===== src/rtl/motion_scheduler.sv =====
// Frame-locked round-robin update scheduler: grants one object at a time
// during vertical blanking, with per-grant timeout and overrun reporting.
module motion_scheduler #(
    parameter int unsigned N          = 4,
    parameter int unsigned VBLANK_ROW = 600,
    parameter int unsigned TIMEOUT    = 1024
) (
    input  logic          clock,
    input  logic          reset,
    input  logic [10:0]   display_row,
    input  logic [11:0]   display_col,
    input  logic [N-1:0]  req,
    input  logic [N-1:0]  done,
    output logic [N-1:0]  grant,
    output logic          frame_pulse,
    output logic          busy,
    output logic [15:0]   frame_count,
    output logic          timeout,
    output logic          overrun
);

    localparam int unsigned IW = (N > 1) ? $clog2(N) : 1;
    localparam int unsigned TW = $clog2(TIMEOUT + 1);

    localparam logic [1:0] S_IDLE   = 2'd0;
    localparam logic [1:0] S_SELECT = 2'd1;
    localparam logic [1:0] S_WAIT   = 2'd2;

    logic [1:0]    state, state_nxt;
    logic          vb_q;
    logic [N-1:0]  pending, pending_nxt;
    logic [IW-1:0] rr_ptr, rr_nxt;
    logic [IW-1:0] cur_idx, idx_nxt;
    logic [TW-1:0] timer, timer_nxt;
    logic [N-1:0]  grant_nxt;
    logic [15:0]   count_nxt;
    logic          timeout_nxt;
    logic          overrun_nxt;
    logic          busy_nxt;

    logic          vb_c;
    logic          fs_c;
    logic          sel_found_c;
    logic [IW-1:0] sel_idx_c;
    logic [IW-1:0] pos_c;

    // Column is reserved; folded here so it is visibly consumed.
    logic unused_col;
    assign unused_col = ^display_col;

    assign vb_c = (display_row == 11'(VBLANK_ROW));
    assign fs_c = vb_c && !vb_q;

    // First pending object at or above rr_ptr, wrapping modulo N.
    always_comb begin
        sel_found_c = 1'b0;
        sel_idx_c   = '0;
        pos_c       = '0;
        for (int k = 0; k < N; k++) begin
            pos_c = IW'((32'(rr_ptr) + 32'(k)) % 32'(N));
            if (!sel_found_c && pending[pos_c]) begin
                sel_found_c = 1'b1;
                sel_idx_c   = pos_c;
            end
        end
    end

    always_ff @(posedge clock or negedge reset) begin
        if (!reset) begin
            state       <= S_IDLE;
            vb_q        <= 1'b0;
            pending     <= '0;
            rr_ptr      <= '0;
            cur_idx     <= '0;
            timer       <= '0;
            grant       <= '0;
            frame_pulse <= 1'b0;
            busy        <= 1'b0;
            frame_count <= '0;
            timeout     <= 1'b0;
            overrun     <= 1'b0;
        end else begin
            state       <= state_nxt;
            vb_q        <= vb_c;
            pending     <= pending_nxt;
            rr_ptr      <= rr_nxt;
            cur_idx     <= idx_nxt;
            timer       <= timer_nxt;
            grant       <= grant_nxt;
            frame_pulse <= fs_c;
            busy        <= busy_nxt;
            frame_count <= count_nxt;
            timeout     <= timeout_nxt;
            overrun     <= overrun_nxt;
        end
    end

    always_comb begin
        state_nxt   = state;
        pending_nxt = pending;
        rr_nxt      = rr_ptr;
        idx_nxt     = cur_idx;
        timer_nxt   = timer;
        grant_nxt   = grant;
        timeout_nxt = 1'b0;
        overrun_nxt = fs_c && (state != S_IDLE);
        count_nxt   = fs_c ? frame_count + 16'd1 : frame_count;

        case (state)
            S_IDLE: begin
                if (fs_c) begin
                    pending_nxt = req;
                    state_nxt   = S_SELECT;
                end
            end
            S_SELECT: begin
                if (!sel_found_c) begin
                    state_nxt = S_IDLE;
                end else begin
                    grant_nxt = N'(1) << sel_idx_c;
                    idx_nxt   = sel_idx_c;
                    timer_nxt = '0;
                    state_nxt = S_WAIT;
                end
            end
            S_WAIT: begin
                // done has priority, so a timeout never coincides with it
                if (done[cur_idx] || (timer == TW'(TIMEOUT - 1))) begin
                    grant_nxt            = '0;
                    pending_nxt[cur_idx] = 1'b0;
                    rr_nxt               = (cur_idx == IW'(N - 1)) ? '0 : cur_idx + IW'(1);
                    timeout_nxt          = !done[cur_idx];
                    state_nxt            = S_SELECT;
                end else begin
                    timer_nxt = timer + TW'(1);
                end
            end
            default: begin
                grant_nxt = '0;
                state_nxt = S_IDLE;
            end
        endcase

        busy_nxt = (state_nxt != S_IDLE);
    end

endmodule


===== config.mk =====
export PLATFORM = sky130hd
export DESIGN_NAME = motion_scheduler
export DESIGN_NICKNAME = d
export VERILOG_FILES = /design/src/rtl/motion_scheduler.sv
export SDC_FILE = /design/constraint.sdc
export NUM_CORES = 1
export LEC_CHECK = 0
export ABC_CLOCK_PERIOD_IN_PS = 2300
export CAP_MARGIN = 15
export CORE_ASPECT_RATIO = 0.75
export CORE_MARGIN = 10
export CORE_UTILIZATION = 49
export CTS_BUF_LIST = sky130_fd_sc_hd__clkbuf_8 sky130_fd_sc_hd__clkbuf_16
export DETAILED_ROUTE_END_ITERATION = 10
export PLACE_DENSITY = 0.77
export REMOVE_ABC_BUFFERS = 1
export SYNTH_ARGS = -nofsm -noshare
export SYNTH_HDL_FRONTEND = slang
export SYNTH_SLANG_ARGS = --single-unit

===== constraint.sdc =====
create_clock -name clock -period 2.3 [get_ports clock]
set_input_delay 0.345 -clock clock [delete_from_list [all_inputs] [get_ports clock]]
set_output_delay 0.345 -clock clock [all_outputs]
set_load 0.02 [all_outputs]

# --- Word-level counts from Yosys, hierarchy flattened ---
# Cells that the tools add are included.
word_totals:
  regBits: 46
  inputBits: 33
  word_cells: 95
  out_inout_bits: 24
op_classes:
  mux: 36
  reduce_logical: 22
  bitwise_logic: 3
  add_sub_neg: 6
  magnitude_cmp: 6
  n_eq_ne: 9
  n_shift: 1
ops:
  columns: ["operator", "count"]
  rows:
  - ["11-bit by 10-bit equality test with 1-bit output, second input constant", 2]
  - ["11-bit two-way mux", 2]
  - ["11-bit one-hot mux with 2 select lines", 1]
  - ["16-bit by 1-bit adder with 16-bit output, second input constant", 1]
  - ["2-bit two-way mux", 8]
  - ["4-bit two-way mux", 4]
  - ["2-bit by 3-bit less-than comparator with 1-bit output, second input constant", 5]
  - ["1-bit two-way mux", 12]
  - ["4-bit one-hot mux with 3 select lines", 1]
  - ["11-bit by 1-bit adder with 11-bit output, second input constant", 1]
  - ["1-bit binary-select mux with 2-bit select", 5]
  - ["3-bit AND reduction", 3]
  - ["2-bit inequality test, second input constant", 4]
  - ["4-bit one-hot mux with 2 select lines", 1]
  - ["2-bit nonzero test", 4]
  - ["1-bit logical AND", 6]
  - ["2-bit one-hot mux with 3 select lines", 1]
  - ["1-bit logical NOT", 5]
  - ["2-bit by 1-bit adder with 2-bit output, second input constant", 2]
  - ["2-bit adder, second input constant", 2]
  - ["4-bit bitwise AND", 1]
  - ["2-bit equality test, second input constant", 2]
  - ["4-bit inverter", 1]
  - ["2-bit AND reduction", 2]
  - ["other kinds (7)", 7]

# --- Logic depth before layout (Yosys ltp) ---
logic_depth:
  ltp_word: 15
  ltp_mapped: 6
  depth_no_buf: 5

# --- Least setup slack after synthesis ---
# OpenSTA, ideal clock, no wires.
synth_path:
  kind: "flip-flop to flip-flop"
  startpoint: "register timer[0]"
  endpoint: "register rr_ptr[0]"
  path_buffers: 0
  arrival_time_ps: 1895
  path_stages_with_launch: 6
  slack_ps: 281
  setup_time_ps: 125
  required_time_ps: 2175
  period_less_slack_ps: 2019
  cell_sequence: "dfrtp_1 ha_1 inv_1 or4_1 a21oi_2 mux2_2"
synth_via:
  elab_chain_len: 3
synth_lines:
  columns: ["item", "line", "source"]
  rows:
  - ["start: declaration", "34", "logic [TW-1:0] timer, timer_nxt;"]
  - ["start signal: assignment", "88", "timer <= timer_nxt;"]
  - ["11-bit by 10-bit equality test with 1-bit output", "128", "if (done[cur_idx] || (timer == TW'(TIMEOUT - 1))) begin"]
  - ["1-bit logical OR", "128", null]
  - ["2-bit AND reduction (no source line)", null, null]
  - ["end signal: assignment", "86", "rr_ptr <= rr_nxt;"]
  - ["end: declaration", "32", "logic [IW-1:0] rr_ptr, rr_nxt;"]
# Every way passes these cells.
# A chain may end at the register's enable or synchronous reset.

# --- Worst setup path after layout ---
layout_path:
  startpoint: "register timer[6]"
  endpoint: "register rr_ptr[1]"
# Same word-level chain as after synthesis.

==> impl_metrics.yaml <==
worst_setup_path:
  crit_buf_inv: 0
  cp.required_ns: 2.49
  cp_slowest_cell: "or4_1"
  crit_family: "simple AND/OR/NAND/NOR gates"
  r2r_slack_ns: 0.23
  arrival_ns: 2.25
  start_kind: "register"
  cp_max_fo: 8
  cp_slowest_stage_delay_ns: 0.57
  cp-end-kind: "register"
  path_class: "reg -> reg"
  path_cells: "nand4_1 -> or4_1 -> a21oi_2 -> mux2_2"
routing:
  post-route-drc-count: 0
  wl_mm: 5.702
  wl_per_cell_um: 16.77
  vias: 1984
  viasPerCell: 5.835
  dr.pass1.iters: 4
  drt_iter0_markers: 93
  ant_nets: 0
floorplan:
  die_w_um: 100.5
  die_h_um: 80.39
  core_um2: 4572
  initial_core_util_pct: 52.11
  row_count: 21
  dieArea_um2: 8080
  io_pins: 57
place:
  io_buffers: 44
  dp_hpwl_mm: 4.316
  routabilityCongestion: 0.8413
  place_ws_ns: -0.04927
  post_dp_cell_area_um2: 2970
cts:
  cts_tree: "done"
  cts_resized: 0
  cts_root_buf: "clkbuf_8"
  clk_latency_ns: 0.30
  numClockSinks: 46
  ctsHoldBuffers: 0
  cts_buffers: 5
  clock_path_buffers: 2
  cts_setup_buffers: 0
  cts.htree.levels: 2
  clkSlewWorstSetupHoldPaths_ns: 0.09
cells_and_area:
  drive_gt1_share_pct: 13.43
  multi_input_area_um2: 1192
  layout_common_cells: "dfrtp_1, clkdlybuf4s50_1, nand2_1, buf_4, nor2_1"
  num-fill-cells: 357
  fin_area_um2: 3113
  fin_nets: 321
  area_growth_pct: 30.67
  final_common_cell: "dfrtp_1"
  diodes: 0
  seqCellArea_um2: 1151
  final_core_util_pct: 68.09
timing:
  fin_crit_ns: 2.067
  fin_ws_ns: 0.2326
  timing_hold_violations_final: 0
  setup-tns-final_ns: 0
  max_freq_ghz: 0.4837
  slew_headroom_pct: 62.59
  tightest_slew_ns: 0.5533
  drv_slew: 0
  period_share_pct: 89.89
  finalSetupViolCount: 0
  rsz0062_at_grt: "no"
  fin_worst_skew_ns: 0.009343
synth:
  async_reset_ff_share_pct: 100.0
  postSynthCellCount: 222
  ys_seq_elements: 46
  yosysSeqAreaShare_pct: 48.32
  netlist_area_um2: 2382
  synth_ff_type: "dfrtp_1"
  yosys_warnings: 0
  synth_edf_count: 0
  avgSynthCellArea_um2: 10.73
  synth_cell_types: 51
outcome:
  status: "finished clean"
global_route:
  grt_pass1_wl_mm: 9.466
  grt_max_degree: 47
  grt_pass1_vias: 1948
  antenna_found_initial: 0
  grt-ovfl-total: 0
  grt.total_usage_pct: 14.34
power:
  ir_drop_v: 0.0003258
  intPower_mw: 1.323
  clkPwrFrac_pct: 45.2
  powerDensity_nw_per_um2: 530.7
  pwr-share-seq_pct: 49.8
  switchingPower_uw: 328.8
  power.total_mw: 1.652
  p_leak_nw: 1.317
  switching_share_pct: 19.90
  power_frac_comb_pct: 5.0
worst_hold_path:
  hp-class: "in -> async"
flow_run:
  cap_violations: 0
## worst register-to-register path, stage by stage (launching register included)
cell and delay [ns]:
dfrtp_1 0.46, nand4_1 0.19, or4_1 0.57, a21oi_2 0.36, mux2_2 0.38
## sequential cells by signal, indices dropped and copies added, names as in the netlist
| signal | flops |
|---|---|
| frame_count | 16 |
| cur_idx | 2 |
| busy | 1 |
| rr_ptr | 2 |
| timer | 11 |
| timeout | 1 |
| vb_q | 1 |
| overrun | 1 |
| grant | 4 |
| state | 2 |
| frame_pulse | 1 |
| pending | 4 |
## through the flow
stage / instances / hold WS [ns]
finish: 340 / 0.1176
global route: 340 / 0.1564
CTS: 340 / 0.1382
detailed placement: 332 / 0.4668
global placement: 332 / 0.4613
floorplan: 218 / 0.04941
## cell usage after synthesis (3+ instances only)
cell,instances,area (um^2)
and3_1,3,18.77
inv_1,6,22.52
o31ai_1,8,60.06
ha_1,6,75.07
mux2_2,5,56.30
nor4b_1,3,26.28
a21oi_1,6,30.03
o21ai_0,7,35.03
nand4_1,10,62.56
or4_1,7,52.55
nor4_1,3,18.77
mux2i_1,4,40.04
a21o_1,3,22.52
dfrtp_1,46,1151
and4_1,3,26.28
clkbuf_1,3,11.26
nand2_1,17,63.81
nand2b_1,8,50.05
xor2_1,4,35.03
a22oi_1,4,30.03
xnor2_1,11,96.34
nor3_1,3,15.01
nor2_1,12,45.04
nand3_1,6,30.03
## final cells by class
class	instances	share of cell area [%]
multi-input cells	166	38.30
flip-flops and latches	46	36.98
repair buffers	57	17.12
clock buffers	6	2.653
well taps	57	2.291
clock inverters	2	1.929
inverters	6	0.7235
## power groups by stage
stage | logic, mW | clock network [mW] | registers, mW
after floorplan | 0.0230 | 0 | 0.837
after global placement | 0.0818 | 0 | 0.838
after detailed placement | 0.0841 | 0 | 0.838
after CTS | 0.0843 | 0.759 | 0.822
after global routing | 0.0918 | 0.790 | 0.824
final | 0.0832 | 0.746 | 0.823
## logic make-up (layout without fill, tap and decap cells)
family | Yosys count | count (layout) | synth area share (%)
AOI/OAI and AO/OA | 41 | 41 | 11.87
DFF | 46 | 46 | 48.32
xor gates and xnor gates | 15 | 15 | 5.514
and+or+nand+nor | 95 | 95 | 25.47
adders and majority gates | 6 | 6 | 3.151
buffers and inverters | 10 | 71 | 1.628
muxes | 9 | 9 | 4.044
## metal layers
metal  vias up  share of wire, %  track usage, %
met2        46                45           21.41
met3         2               5.6           4.448
met5         -                 0               0
met4         0              0.60           4.225
li1        955                 -               -
met1       981                49           19.45
## path summary, 6_finish.rpt
path,from,end,cells after the start
worst max-delay path,timer[6],rr_ptr[1],4
worst min-delay path,reset,timeout,2
worst max register to register,timer[6],rr_ptr[1],4
worst min register to register,frame_count[15],frame_count[15],1
max in group asynchronous,reset,frame_count[15],2
min in group clock,frame_count[15],frame_count[15],1
No activity file was read; power rests on OpenSTA's default activity.
